File: src/rtl/rvvi_pkg.sv
// Shared RVVI definitions: arbiter state/source enums, default wait lengths
// and the timer width helper.
package rvvi_pkg;

  typedef enum logic [2:0] {
    ST_INIT,
    ST_IDLE,
    ST_SEND_TRC,
    ST_SEND_CTL,
    ST_GAP
  } arb_state_e;

  typedef enum logic {
    SRC_TRC,
    SRC_CTL
  } arb_src_e;

  localparam logic [31:0] RVVI_INIT_CYCLES = 32'd4;
  localparam logic [31:0] RVVI_GAP_CYCLES  = 32'd2;

  // Enough bits to hold the larger wait length; never narrower than one bit.
  function automatic int timer_width(input logic [31:0] a, input logic [31:0] b);
    longint unsigned mx;
    int w;
    mx = (a > b) ? longint'(a) : longint'(b);
    w  = $clog2(mx + 64'd1);
    return (w < 1) ? 1 : w;
  endfunction

endpackage

File: src/rtl/rvvi_arb_timer.sv
// Loadable down-counter with a terminal-count flag, shared by the
// post-reset quiet period and the inter-frame gap.
module rvvi_arb_timer #(
  parameter int W = 3,
  parameter logic [W-1:0] RST_VAL = '0
) (
  input  logic         clk,
  input  logic         resetn,
  input  logic         load,
  input  logic [W-1:0] load_val,
  input  logic         dec,
  output logic         done
);

  logic [W-1:0] cnt;

  always_ff @(posedge clk) begin
    if (!resetn) begin
      cnt <= RST_VAL;
    end else if (load) begin
      cnt <= load_val;
    end else if (dec && (cnt != '0)) begin
      cnt <= cnt - 1'b1;
    end
  end

  assign done = (cnt == '0);

endmodule

File: src/rtl/rvvi_tx_arbiter.sv
// Frame-atomic arbiter sharing the MAC transmit stream between the RVVI trace
// source and the control-frame source. Frame counters exist only with RVVI_ARB_STATS_EN.
//
// state       | meaning
// ST_INIT     | post-reset quiet period, no grants
// ST_IDLE     | waiting for Enable and a valid source
// ST_SEND_TRC | trace frame owns the MAC stream
// ST_SEND_CTL | control frame owns the MAC stream
// ST_GAP      | inter-frame idle cycles
module rvvi_tx_arbiter
  import rvvi_pkg::*;
#(
  parameter logic [31:0] INIT_CYCLES = RVVI_INIT_CYCLES,
  parameter logic [31:0] GAP_CYCLES  = RVVI_GAP_CYCLES,
  parameter int          DATA_W      = 32
) (
  input  logic                  clk,
  input  logic                  resetn,
  input  logic                  Enable,
  input  logic [DATA_W-1:0]     TrcTdata,
  input  logic [DATA_W/8-1:0]   TrcTkeep,
  input  logic                  TrcTvalid,
  input  logic                  TrcTlast,
  output logic                  TrcTready,
  input  logic [DATA_W-1:0]     CtlTdata,
  input  logic [DATA_W/8-1:0]   CtlTkeep,
  input  logic                  CtlTvalid,
  input  logic                  CtlTlast,
  output logic                  CtlTready,
  output logic [DATA_W-1:0]     MTdata,
  output logic [DATA_W/8-1:0]   MTkeep,
  output logic                  MTvalid,
  output logic                  MTlast,
  input  logic                  MTready,
  output logic                  ExternalStall,
  output logic                  Busy,
  output logic [31:0]           TrcFrameCount,
  output logic [31:0]           CtlFrameCount
);

  localparam int TW = timer_width(INIT_CYCLES, GAP_CYCLES);
  localparam logic [TW-1:0] INIT_LOAD = (INIT_CYCLES == 32'd0) ? '0 : TW'(INIT_CYCLES - 32'd1);
  localparam logic [TW-1:0] GAP_LOAD  = (GAP_CYCLES == 32'd0)  ? '0 : TW'(GAP_CYCLES - 32'd1);

  arb_state_e state, state_nxt;
  arb_src_e   last_grant, last_grant_nxt;
  logic       stall_nxt;
  logic       frame_end;
  logic       tmr_load, tmr_dec, tmr_done;

  rvvi_arb_timer #(
    .W       (TW),
    .RST_VAL (INIT_LOAD)
  ) u_timer (
    .clk      (clk),
    .resetn   (resetn),
    .load     (tmr_load),
    .load_val (GAP_LOAD),
    .dec      (tmr_dec),
    .done     (tmr_done)
  );

  always_ff @(posedge clk) begin
    if (!resetn) begin
      state         <= ST_INIT;
      last_grant    <= SRC_CTL;
      ExternalStall <= 1'b1;
    end else begin
      state         <= state_nxt;
      last_grant    <= last_grant_nxt;
      ExternalStall <= stall_nxt;
    end
  end

  always_comb begin
    state_nxt      = state;
    last_grant_nxt = last_grant;
    tmr_load       = 1'b0;
    tmr_dec        = 1'b0;
    frame_end      = 1'b0;
    MTdata         = '0;
    MTkeep         = '0;
    MTlast         = 1'b0;
    MTvalid        = 1'b0;
    TrcTready      = 1'b0;
    CtlTready      = 1'b0;
    case (state)
      ST_INIT: begin
        tmr_dec = 1'b1;
        if (tmr_done) state_nxt = ST_IDLE;
      end
      ST_IDLE: begin
        // On contention the source that did not win last time goes next.
        if (Enable) begin
          if (TrcTvalid && (!CtlTvalid || (last_grant == SRC_CTL))) begin
            state_nxt      = ST_SEND_TRC;
            last_grant_nxt = SRC_TRC;
          end else if (CtlTvalid) begin
            state_nxt      = ST_SEND_CTL;
            last_grant_nxt = SRC_CTL;
          end
        end
      end
      ST_SEND_TRC: begin
        MTdata    = TrcTdata;
        MTkeep    = TrcTkeep;
        MTlast    = TrcTlast;
        MTvalid   = TrcTvalid;
        TrcTready = MTready;
        frame_end = TrcTvalid && MTready && TrcTlast;
      end
      ST_SEND_CTL: begin
        MTdata    = CtlTdata;
        MTkeep    = CtlTkeep;
        MTlast    = CtlTlast;
        MTvalid   = CtlTvalid;
        CtlTready = MTready;
        frame_end = CtlTvalid && MTready && CtlTlast;
      end
      ST_GAP: begin
        tmr_dec = 1'b1;
        if (tmr_done) state_nxt = ST_IDLE;
      end
      default: state_nxt = ST_INIT;
    endcase
    if (frame_end) begin
      tmr_load  = 1'b1;
      state_nxt = (GAP_CYCLES == 32'd0) ? ST_IDLE : ST_GAP;
    end
  end

  // Stall the core while a trace beat is offered but not taken.
  assign stall_nxt = (state == ST_INIT) ||
                     (TrcTvalid && !((state == ST_SEND_TRC) && MTready));

  assign Busy = (state != ST_IDLE);

`ifdef RVVI_ARB_STATS_EN
  logic [31:0] trc_frames;
  logic [31:0] ctl_frames;

  always_ff @(posedge clk) begin
    if (!resetn) begin
      trc_frames <= '0;
      ctl_frames <= '0;
    end else begin
      if (frame_end && (state == ST_SEND_TRC)) trc_frames <= trc_frames + 32'd1;
      if (frame_end && (state == ST_SEND_CTL)) ctl_frames <= ctl_frames + 32'd1;
    end
  end

  assign TrcFrameCount = trc_frames;
  assign CtlFrameCount = ctl_frames;
`else
  assign TrcFrameCount = '0;
  assign CtlFrameCount = '0;
`endif

endmodule
File: config.mk
export PLATFORM = sky130hd
export DESIGN_NAME = rvvi_tx_arbiter
export DESIGN_NICKNAME = d
export VERILOG_FILES = /design/src/rtl/rvvi_pkg.sv /design/src/rtl/rvvi_arb_timer.sv /design/src/rtl/rvvi_tx_arbiter.sv
export SDC_FILE = /design/constraint.sdc
export NUM_CORES = 1
export LEC_CHECK = 0
export BUFFER_PORTS_ARGS = -buffer_cell sky130_fd_sc_hd__buf_2
export CAP_MARGIN = 10
export CORE_AREA = 2 2 72 74
export CTS_CLUSTER_SIZE = 16
export DETAILED_ROUTE_END_ITERATION = 8
export DIE_AREA = 0 0 74 76
export PLACE_DENSITY_LB_ADDON = 0.3
export SYNTH_ARGS = -nofsm -noshare
export SYNTH_HDL_FRONTEND = slang
export SYNTH_SLANG_ARGS = --single-unit
export TNS_END_PERCENT = 5
File: constraint.sdc
create_clock -name clk -period 2.65 [get_ports clk]
set_input_delay 0.265 -clock clk [delete_from_list [all_inputs] [get_ports clk]]
set_output_delay 0.265 -clock clk [all_outputs]
set_load 0.02 [all_outputs]
# Word-level counts from Yosys, hierarchy flattened
# Index checks and enable logic that the tools add are counted.
# W data, S select, Z words.
[classes] addsub=1 eq_ne=12 mux=19 bitwise=2 reduce_logical=24
[ops] op="$pmux W32 S2" n=1
[ops] op="$mux W3" n=5
[ops] op="$pmux W3 S3" n=1
[ops] op="$logic_and A1 B1 Y1" n=8
[ops] op="$pmux W4 S2" n=1
[ops] op="$reduce_and A4 Y1" n=2
[ops] op="$reduce_or A2 Y1" n=4
[ops] op="$eq A3 B2 Y1 const B" n=2
[ops] op="$logic_not A3 Y1" n=2
[ops] op="$mux W1" n=6
[ops] op="$ne A3 B1 Y1 const B" n=2
[ops] op="$ne A3 B3 Y1 const B" n=2
[ops] op="$pmux W1 S2" n=3
[ops] op="$mux W2" n=2
[ops] op="$ne A2 B1 Y1 const B" n=2
[ops] op="$ne A4 B4 Y1 const B" n=1
[ops] op="$reduce_bool A2 Y1" n=2
[ops] op="$eq A3 B1 Y1 const B" n=1
[ops] op="$eq A3 B3 Y1 const B" n=1
[ops] op="$reduce_and A3 Y1" n=1
[ops] op="$reduce_bool A3 Y1" n=1
[ops] op="$sub A3 B1 Y3 const B" n=1
[ops] op="$logic_not A1 Y1" n=2
[ops] op="$logic_or A1 B1 Y1" n=2
[ops] op="2 further kinds" n=3
[totals] reg_bits=8 elab_cells=64

# Logic depth before layout (Yosys ltp)
# Gate-level depths: netlist of run 1.
[logic_depth] ltp_word=7 depth_mapped=6

# Hierarchy
# Synthesis of run 1 repeated with hierarchy kept, for this count alone.
[unflattened] cells_unflattened=210 hier_area_um2=1604.0
[by_module_without_submodules] module="rvvi_tx_arbiter" n_inst=1 cells_per_inst=188 area_each_um2=1418.9 seq_area_each_um2=100.1
[by_module_without_submodules] module="rvvi_arb_timer" n_inst=1 cells_per_inst=22 area_each_um2=185.2 seq_area_each_um2=60.1

# Worst setup path before layout of run 1
# No wires, ideal clock.
[synth_path] kind="flip-flop to output port" start="register state[1]" end="output port TrcTready" arrival_ps=1296 t_required_ps=2385 path_slack_ps=1089 path_stages_with_launch=4 n_path_buf=1 path_cell_list="dfxtp_1 -> nand2b_1 -> buf_2 -> nor3b_1"
[synth_between] elab_chain_cells=2
[synth_rtl] element="start, declared" line_no="rvvi_tx_arbiter.sv:45" rtl="arb_state_e state, state_nxt;"
[synth_rtl] element="start signal, assigned" line_no="rvvi_tx_arbiter.sv:69" rtl="state <= state_nxt;"
[synth_rtl] element="$eq A3 B2 Y1" line_no="rvvi_tx_arbiter.sv:87" rtl="case (state)"
[synth_rtl] element="$mux W1" line_no="rvvi_tx_arbiter.sv:87"
[synth_rtl] element="end, declared" line_no="rvvi_tx_arbiter.sv:24" rtl="output logic TrcTready,"
# No other way between the ends.

# Worst setup path after layout of run 1
[layout_path] start="register state[0]" end="output port MTdata[30]"
[layout_between] elab_chain_cells=2 word_cells_on_any_way=3 classes_between="eq/ne: 2; mux: 1"
[layout_rtl] element="$eq A3 B2 Y1" line_no="rvvi_tx_arbiter.sv:87"
[layout_rtl] element="$pmux W32 S2 (*)" line_no="rvvi_tx_arbiter.sv:87"
[layout_rtl] element="end, declared" line_no="rvvi_tx_arbiter.sv:30" rtl="output logic [DATA_W-1:0] MTdata,"
# Every way passes the cells marked *; elsewhere a longest branch is shown, timed or not.

==> impl_results.md, run 1 <==
- Hold depth: 2
- GRT Total Usage: 0.1201
- Setup TNS: 0 ns
- Met2 wire len: 1907 um
- Crit path launch type: flop
- Design area: 1972 um^2
- Initial Util: 0.3039
- CTS tree: yes
- Register Area: 161.4 um^2
- Main area contributors after synthesis: buf_4 (34%), mux2i_1 (25%), dfxtp_1 (11%), nor2_1 (10%), ha_1 (1.7%)
- Hold/Removal Path Class: input port to flop
- I/O Buffers: 121
- Main synth FF type: dfxtp_1
- Vias in the first global route: 1189
- Reg-to-reg slack, setup: 1.12 ns
- Initial drt markers: 27
- Synth Instances: 197
- Total CTS buffers: 3
- Initial antenna violation count: 0
- Die boundary width: 74 um
- Reg-to-Reg Start: u_timer.cnt[0]
- Multi-input gate area: 1013 um^2
- Critical path endpoint category: output port
- Setup Buffers After CTS: 0
- Synth top area share: 0.3420
- Routed wl met3: 427 um
- GRT Residual Overflow: 0
- FF-to-FF path depth: 6
- Drt drc: 0
- RSZ-0062 raised after global routing: no
- Synthesis Warnings: 0
- Routability cong.: 0.8369
- Fmax: 523.0 MHz
- Fillers: 516
- Root Buffer Master: clkbuf_8
- Total routed wirelength: 3805 um
- Clk slew on worst S/H paths: 0.04 ns
- Final net count: 397
- Crit Path Max Fanout: 27
- Worst Max-Slew Pin Slew: 0.5885 ns
- Final setup fails: 0
- Post-synth ARST share: 0
- Crit path max-delay cell type: dfxtp_2
- H-tree depth: 1
- Switch share: 0.4335
- Max-slew violations: 0
- Synth top cells by count: buf_4 (68), nor2_1 (41), mux2i_1 (38)
- Largest net degree at the start of global routing: 34
- DRT antenna net count: 0
- FF+latch count, synth: 8
- Tcrit/Tclk final: 0.7215
- Dpl cells: 380
- Met1 Routed Length: 1426 um
- Top-count cell post-synth: buf_4
- Clock power frac: 0.186
- Slowest Stage Delay on Critical Path: 0.70 ns
- CP Class: flop to output port
- VDD IR max: 0.0002299 V
- Static leakage: 1.082 nW
- Routed WL per cell: 9.935 um
- First-pass GRT wire length: 5409 um
- Share of cells above drive strength 1: 0.4153
- Clk sinks: 8
- Setup ws final: 0.7379 ns
- Synth cell types: 31
- PwrDens: 395.9 nW/um^2
- Critical Path AT: 1.65 ns
- DR pass1 iterations: 4
- Post-CTS Hold Buffers: 0
- Post-DP HPWL: 3160 um
- Sequential Power Share: 0.228
- Hold Path Sink: u_timer.cnt[1]
- DP Worst Slack: 0.9710 ns
- Max_slew headroom: 0.6077
- Final Hold Vio Count: 0
- Combinational power share: 0.586
- Vias: 1507
- Synthesis-to-finish area growth: 32.10%
- Clock buffer depth: 2
- Post-synth EDFFs: 0
- Worst r2r dst: u_timer.cnt[1]
- Crit path required time: 2.38 ns
- Die H: 76 um
- Hold Crit Start: resetn
- Total die area: 5624 um^2
- Ant diodes: 0
- Clock latency on the worst-skew pair: 0.23 ns
- P_int: 0.4423 mW
- Mapped Area: 1493 um^2
- Vias per cell: 3.935
- Synth area leader: buf_4
- DR top layer: met4
- Net Switching: 0.3385 mW
- Cells along the critical path: buf_12 -> mux2i_1 -> nor2_1 -> buf_2
- IO Pins: 186
- Std cell rows: 26
- Placeable core area: 4912 um^2
- Fin crit period: 1.912 ns
- Status: complete, no violations
- Clock skew: 0.0001667 ns
- Post-CTS sizing: 0
- Fin cells: 383
- Syn avg cell area: 7.577 um^2
- Area post-placement: 1931 um^2
- Total Power: 0.7808 mW
- Sequential area share after synthesis: 0.1073
- Maxcap violations: 0
==> layer usage <==
metal,track usage,vias up
met5,0,-
met4,0.03818,0
met3,0.01587,4
met2,0.2223,107
met1,0.1371,637
li1,-,759
==> state kept, by name, indices dropped and copies added, names as in the netlist <==
register and count:
last_grant 1, ExternalStall 1, u_timer.cnt 3, state 3
==> cell usage in the layout, fill, tap and decap left out, types with 2 or more instances in the layout <==
cell	Yosys	final
a211oi_1	2	2
a221o_1	2	2
buf_12	0	2
buf_2	3	121
clkbuf_8	0	3
conb_1	1	64
dfxtp_1	8	7
ha_1	2	2
inv_1	6	6
mux2i_1	38	38
nand2_1	4	4
nand3_1	2	2
nor2_1	41	41
==> cell families after synthesis <==
| group | count (synthesis) | share of synthesized area |
|---|---|---|
| and+or+nand+nor | 57 | 0.1769 |
| adders and majority gates | 2 | 0.01676 |
| other | 1 | 0.002512 |
| muxes | 39 | 0.2624 |
| xor gates and xnor gates | 1 | 0.005869 |
| DFF | 8 | 0.1073 |
| AOI/OAI and AO/OA | 10 | 0.05616 |
| buffers and inverters | 79 | 0.3722 |
==> power by group through the flow <==
stage | Combinational [mW] | Clock, mW | Sequential (mW)
6_report | 0.458 | 0.145 | 0.178
5_1_grt | 0.503 | 0.155 | 0.184
4_1_cts | 0.461 | 0.151 | 0.178
3_5_place_dp | 0.458 | 0 | 0.180
3_3_place_gp | 0.455 | 0 | 0.180
2_1_floorplan | 0.438 | 0 | 0.157
==> worst max-delay path: cells and delay by family, from the launching register on <==
family | cells | cell delay [ns]
buffers and inverters | 2 | 0.44
muxes | 1 | 0.21
and+or+nand+nor | 1 | 0.05
DFF | 1 | 0.70
==> metrics by stage <==
step,hold WS [ns],util
6_report,0.2433,0.4014
5_1_grt,0.2503,0.4014
4_1_cts,0.2452,0.4014
3_5_place_dp,0.4835,0.3930
3_3_place_gp,0.4741,0.3930
2_1_floorplan,0.3412,-
==> how the worst max path moves through the flow <==
| stage | start | to | slack (ns) | depth (start not counted) |
|---|---|---|---|---|
| after global placement | state[0] | MTkeep[3] | 0.96 | 4 |
| final | state[0] | MTdata[30] | 0.74 | 4 |
| after floorplan | state[1] | TrcTready | 1.09 | 3 |
| after global routing | state[0] | MTdata[24] | 0.60 | 4 |
| after CTS | state[0] | MTkeep[3] | 0.72 | 4 |
| after detailed placement | state[0] | MTkeep[3] | 0.97 | 4 |
==> layout make-up <==
type / count / share of cell area
Sequential cell: 8 / 0.08185
Inverter: 6 / 0.01142
Multi-Input combinational cell: 173 / 0.5140
Tap cell: 70 / 0.04442
Clock buffer: 3 / 0.02094
Timing Repair Buffer: 123 / 0.3274
(Power assumes the default switching activity.)
==> inputs of run 2 (changes only) <==
--- a/config.mk
+++ b/config.mk
@@ -7,10 +7,10 @@
 export LEC_CHECK = 0
 export BUFFER_PORTS_ARGS = -buffer_cell sky130_fd_sc_hd__buf_2
 export CAP_MARGIN = 10
-export CORE_AREA = 2 2 72 74
+export CORE_ASPECT_RATIO = 1.25
+export CORE_UTILIZATION = 30
 export CTS_CLUSTER_SIZE = 16
 export DETAILED_ROUTE_END_ITERATION = 8
-export DIE_AREA = 0 0 74 76
 export PLACE_DENSITY_LB_ADDON = 0.3
 export SYNTH_ARGS = -nofsm -noshare
 export SYNTH_HDL_FRONTEND = slang
==> constraint.sdc (replaced) <==
create_clock -name clk -period 1.75 [get_ports clk]
set_input_delay 0.175 -clock clk [delete_from_list [all_inputs] [get_ports clk]]
set_output_delay 0.175 -clock clk [all_outputs]
set_load 0.02 [all_outputs]
==> impl_results.md, run 2 (same netlist as run 1, synthesis figures left out) <==
- Clock skew: 0.003570 ns (+0.003404 ns)
- Clock latency on the worst-skew pair: 0.23 ns (about the same)
- Clock buffer depth: 2 (unchanged)
- Die boundary width: 65.09 um (-12%)
- Reg-to-reg slack, setup: 0.20 ns (-0.92 ns)
- VDD IR max: 0.0002165 V (-5.8%)
- Hold depth: 2 (unchanged)
- Routed WL per cell: 10.52 um (+5.9%)
- Final setup fails: 0 (unchanged)
- Tcrit/Tclk final: 0.9088
- Area post-placement: 1933 um^2 (+0.13%)
- Reg-to-Reg Start: u_timer.cnt[0]
- Hold/Removal Path Class: input port to flop
- Total routed wirelength: 3954 um (+3.9%)
- Placeable core area: 4765 um^2 (-3.0%)
- Largest net degree at the start of global routing: 23 (-32%)
- Initial Util: 0.3133 (+0.009416)
- Worst r2r dst: u_timer.cnt[1]
- Maxcap violations: 0 (unchanged)
- Vias per cell: 4.101 (+4.2%)
- Synthesis-to-finish area growth: 32.52%
- Total die area: 5264 um^2 (-6.4%)
- Most common cell after layout, fill and taps aside: buf_2
- Max-slew violations: 0 (unchanged)
- Hold slack: 0.1693 ns (-0.07403 ns)
- Clk slew on worst S/H paths: 0.04 ns (about the same)
- GRT Total Usage: 0.1331 (+0.01309)
- I/O Buffers: 121 (unchanged)
- GRT Residual Overflow: 0 (unchanged)
- Root Buffer Master: clkbuf_8
- Setup ws final: 0.1596 ns (-0.5783 ns)
- RSZ-0062 raised after global routing: no
- Commonest cells after routing, fill and taps aside: buf_2 (121), conb_1 (64), nor2_1 (41)
- Fin crit period: 1.590 ns
- Setup TNS: 0 ns (unchanged)
- DRT antenna net count: 0 (unchanged)
- Hold Crit Start: resetn
- Static leakage: 1.088 nW (+0.60%)
- Post-CTS sizing: 0 (unchanged)
- DR pass1 iterations: 4 (unchanged)
- Crit path launch type: flop
- CTS tree: yes
- CP Class: flop to output port
- Critical path endpoint category: output port
- Total CTS buffers: 3 (unchanged)
- Fmax: 628.8 MHz
- Vias in the first global route: 1206 (+1.4%)
- Final Hold Vio Count: 0 (unchanged)
- Design area: 1978 um^2 (+0.32%)
- Status: complete, no violations
- DP Worst Slack: 0.2052 ns (-0.7658 ns)
- IO Pins: 186 (unchanged)
- Dpl cells: 372 (-2.1%)
- PwrDens: 609.4 nW/um^2 (+54%)
- Hold Path Sink: u_timer.cnt[1]
- Post-CTS Hold Buffers: 0 (unchanged)
- H-tree depth: 1 (unchanged)
- Die H: 80.87 um (+6.4%)
- Final net count: 399 (+0.50%)
- Crit path required time: 1.57 ns (-0.81 ns)
- Routability cong.: 0.7606 (-9.1%)
- Share of cells above drive strength 1: 0.4222 (+0.006887)
- Critical Path AT: 1.42 ns (-0.23 ns)
- Vias: 1542 (+2.3%)
- Fin cells: 376 (-1.8%)
- Post-DP HPWL: 3305 um (+4.6%)
- Setup Buffers After CTS: 0 (unchanged)
- Std cell rows: 28 (+7.7%)
- Initial drt markers: 44 (+63%)
- Biggest regs: state: 3 flops, u_timer.cnt: 3 flops
- FF-to-FF path depth: 6 (unchanged)
- Crit Path Max Fanout: 22 (-19%)
- Drt drc: 0 (unchanged)
- First-pass GRT wire length: 5533 um (+2.3%)
- Clk sinks: 8 (unchanged)
- Initial antenna violation count: 1 (+1)
==> run 2: changes by cell type in the layout (fill, tap and decap cells not counted), sizes merged <==
cell   change
buf        +2
diode      +1
==> run 2: per-stage QoR <==
step	util	total power [mW]
after CTS	0.4144	1.226
after detailed placement	0.4057	0.9854
final	0.4152	1.206
after global placement	0.4057	0.9762
after floorplan	-	0.9011
after global routing	0.4147	1.308
==> run 2: per-layer routing <==
layer / vias up / share of wire / track usage
met5: - / 0.0033 / 0
li1: 764 / - / -
met1: 675 / 0.36 / 0.1579
met3: 8 / 0.11 / 0.03511
met2: 93 / 0.52 / 0.2313
met4: 2 / 0.013 / 0.04348
==> run 2: area by class of cell <==
class	count	area, um^2
diodes	1	2.502
flip-flops and latches	8	162.7
multi-input cells	173	1013
fillers	547	2786
well taps	60	75.07
clock buffers	3	41.29
repair buffers	125	660.6
inverters	6	22.52
==> run 2: worst max-delay path by stage <==
stage                         startpoint        endpoint  cells after the start
after floorplan                 state[1]       TrcTready                      3
after global placement    u_timer.cnt[0]  u_timer.cnt[1]                      6
after detailed placement  u_timer.cnt[0]  u_timer.cnt[1]                      6
after CTS                       state[1]      MTdata[24]                      4
after global routing            state[0]       MTdata[8]                      4
final                           state[0]      MTdata[25]                      4
==> run 2: critical path, cell delays in order, from the launching register on <==
cell and delay, ns:
dfxtp_2 0.52, buf_12 0.24, mux2i_1 0.21, nor2_1 0.05, buf_2 0.16
==> run 2: power breakdown <==
| group | internal [mW] | leakage, nW | total (mW) | switching (mW) |
|---|---|---|---|---|
| registers | 0.219 | 0.0663 | 0.252 | 0.0323 |
| clock network | 0.149 | 0.0216 | 0.220 | 0.0709 |
| logic | 0.318 | 1.00 | 0.734 | 0.416 |
| total | 0.686 | 1.09 | 1.21 | 0.519 |
==> inputs of run 3 (changes only) <==
--- a/config.mk
+++ b/config.mk
@@ -8,11 +8,12 @@
 export BUFFER_PORTS_ARGS = -buffer_cell sky130_fd_sc_hd__buf_2
 export CAP_MARGIN = 10
 export CORE_ASPECT_RATIO = 1.25
-export CORE_UTILIZATION = 30
+export CORE_UTILIZATION = 31
 export CTS_CLUSTER_SIZE = 16
 export DETAILED_ROUTE_END_ITERATION = 8
 export PLACE_DENSITY_LB_ADDON = 0.3
 export SYNTH_ARGS = -nofsm -noshare
 export SYNTH_HDL_FRONTEND = slang
+export SYNTH_HIERARCHICAL = 1
 export SYNTH_SLANG_ARGS = --single-unit
 export TNS_END_PERCENT = 5
==> constraint.sdc (replaced) <==
create_clock -name clk -period 1.4 [get_ports clk]
set_input_delay 0.14 -clock clk [delete_from_list [all_inputs] [get_ports clk]]
set_output_delay 0.14 -clock clk [all_outputs]
set_load 0.02 [all_outputs]
==> impl_results.md, run 3 <==
- Status: complete, but fails checks
- Failing checks: setup timing
- Ant diodes: 0 (-1)
- Top-count cell post-synth: buf_4
- Synthesis-to-finish area growth: 33.15%
- Synth cell types: 35 (+13%)
- Crit path launch type: flop
- Post-CTS Hold Buffers: 0 (unchanged)
- PwrDens: 744.8 nW/um^2 (+22%)
- Die boundary width: 66.34 um (+1.9%)
- Routability cong.: 0.7013 (-7.8%)
- FF+latch count, synth: 8 (unchanged)
- Setup TNS: -0.01035 ns (-0.01035 ns)
- Fmax: 709.9 MHz
- Static leakage: 1.165 nW (+7.1%)
- Hold slack: 0.1811 ns (+0.01178 ns)
- Post-layout util: 0.4386 (+0.02341)
- Clk slew on worst S/H paths: 0.04 ns (about the same)
- Mapped Area: 1604 um^2 (+7.5%)
- DRT antenna net count: 0 (unchanged)
- Die H: 82.43 um (+1.9%)
- Placeable core area: 4870 um^2 (+2.2%)
- Crit path max-delay cell type: dfxtp_4
- Clock skew: 0.002443 ns (-0.001127 ns)
- Critical path endpoint category: output port
- Post-synth ARST share: 0 (unchanged)
- VDD IR max: 0.0006465 V (+200%)
- Register Area: 165.2 um^2 (+1.5%)
- Vias in the first global route: 1306 (+8.3%)
- Cells along the critical path: buf_12 -> mux2i_2 -> nor2_1 -> buf_2
- Root Buffer Master: clkbuf_8
- Clock buffer depth: 2 (unchanged)
- Vias: 1621 (+5.1%)
- Multi-input gate area: 1105 um^2 (+9.0%)
- Synth area leader: buf_4
- Synth top area share: 0.3183 (-0.02374)
- Commonest cells after routing, fill and taps aside: buf_2 (119), conb_1 (67), nor2_1 (40)
- CP Class: flop to output port
- Main area contributors after synthesis: buf_4 (32%), mux2i_1 (24%), dfxtp_1 (10%), nor2_1 (9.4%), buf_6 (2.8%)
- Critical Path AT: 1.27 ns (-0.15 ns)
- GRT Total Usage: 0.1358 (+0.002692)
- I/O Buffers: 121 (unchanged)
- Post-DP HPWL: 3512 um (+6.3%)
- Buf/Inv on CP: 2 (unchanged)
- Hold/Removal Path Class: input port to flop
- H-tree depth: 1 (unchanged)
- Dpl cells: 389 (+4.6%)
- Final net count: 417 (+4.5%)
- Area post-placement: 2044 um^2 (+5.8%)
- Crit path required time: 1.26 ns (-0.31 ns)
- Largest net degree at the start of global routing: 26 (+13%)
- Post-synth EDFFs: 0 (unchanged)
- Crit Path Max Fanout: 16 (-27%)
- Clock latency on the worst-skew pair: 0.22 ns (about the same)
- Initial Util: 0.3294 (+0.01611)
- Biggest regs: state: 3 flops, u_timer/cnt: 3 flops
- Clk sinks: 8 (unchanged)
- Final setup fails: 3 (+3)
- CP top delay family: flip-flops
- Setup ws final: -0.008568 ns (-0.1682 ns)
- CTS tree: yes
- Syn avg cell area: 7.638 um^2 (+0.81%)
- RSZ-0062 raised after global routing: yes
- DR pass1 iterations: 4 (unchanged)
- Fin cells: 393 (+4.5%)
- Main synth FF type: dfxtp_1
- Total routed wirelength: 4196 um (+6.1%)
- Fin crit period: 1.409 ns
- Design area: 2136 um^2 (+8.0%)
- Sequential area share after synthesis: 0.09984 (-0.007449)
- Synthesis Warnings: 6 (+6)
- Fillers: 520 (-4.9%)
- Final Hold Vio Count: 0 (unchanged)
- Initial drt markers: 41 (-6.8%)
- Routed WL per cell: 10.68 um (+1.5%)
- Maxcap violations: 0 (unchanged)
- Drt drc: 0 (unchanged)
- First-pass GRT wire length: 5809 um (+5.0%)
- Total CTS buffers: 3 (unchanged)
- Synth top cells by count: buf_4 (68), nor2_1 (40), mux2i_1 (38)
- Total die area: 5468 um^2 (+3.9%)
- Tcrit/Tclk final: 1.006
- Initial antenna violation count: 0 (-1)
- Std cell rows: 28 (unchanged)
- Share of cells above drive strength 1: 0.4264 (+0.004204)
- Most common cell after layout, fill and taps aside: buf_2
- Synth Instances: 210 (+6.6%)
- GRT Residual Overflow: 0 (unchanged)
- Vias per cell: 4.125 (+0.58%)
- Max-slew violations: 0 (unchanged)
- Slowest Stage Delay on Critical Path: 0.41 ns (-0.11 ns)
- IO Pins: 186 (unchanged)
run 3: per-stage QoR:
step	total power [mW]	setup slack, ns
after floorplan	1.171	0.04400
after global placement	1.258	0.1318
after detailed placement	1.275	0.08652
after CTS	1.600	-0.02077
after global routing	1.712	-0.07425
final	1.591	-0.008568
run 3: timing repair:
| item | 4_1_cts | 5_1_grt |
|---|---|---|
| setup endpoints to repair | 31 | 41 |
| pin swaps | 0 | 1 |
| setup buffers | 0 | 0 |
| gates resized for setup | 2 | 7 |
| cloned | 1 | 0 |
run 3: routing by layer:
| metal | track usage | part of all wire | vias up | wire (um) |
|---|---|---|---|---|
| li1 | - | - | 814 | - |
| met1 | 0.1431 | 0.35 | 717 | 1474 |
| met2 | 0.2745 | 0.57 | 88 | 2385 |
| met3 | 0.02198 | 0.077 | 2 | 325 |
| met4 | 0.03191 | 0.0024 | 0 | 10 |
| met5 | 0 | 0 | - | 0 |
run 3: layout make-up:
class,count,share of cell area
clock buffers,3,0.01933
inverters,6,0.01054
multi-input cells,186,0.5173
flip-flops and latches,8,0.07733
well taps,60,0.03515
repair buffers,130,0.3404
run 3: path summary, 6_finish.rpt:
kind         startpoint        endpoint  slack, ns  depth (start not counted)
max            state[0]      MTdata[30]     -0.009                          4
min              resetn  u_timer/cnt[1]       0.18                          2
max reg2reg    state[0]  u_timer/cnt[1]       0.07                          5
min reg2reg  last_grant      last_grant       0.45                          1
run 3: logic make-up (layout without fill, tap and decap cells):
kind of cell,count (synthesis),after routing,share of synthesized area
fa+ha+maj,2,2,0.01560
other cells,2,67,0.004682
compound gates,14,14,0.07255
buf+inv,81,139,0.3697
flops,8,8,0.09984
simple gates,65,65,0.2005
mux,38,38,0.2371
run 3: power by group:
part / switching, mW / internal [mW]
Sequential: 0.0347 / 0.281
Clock: 0.0864 / 0.186
Combinational: 0.560 / 0.442
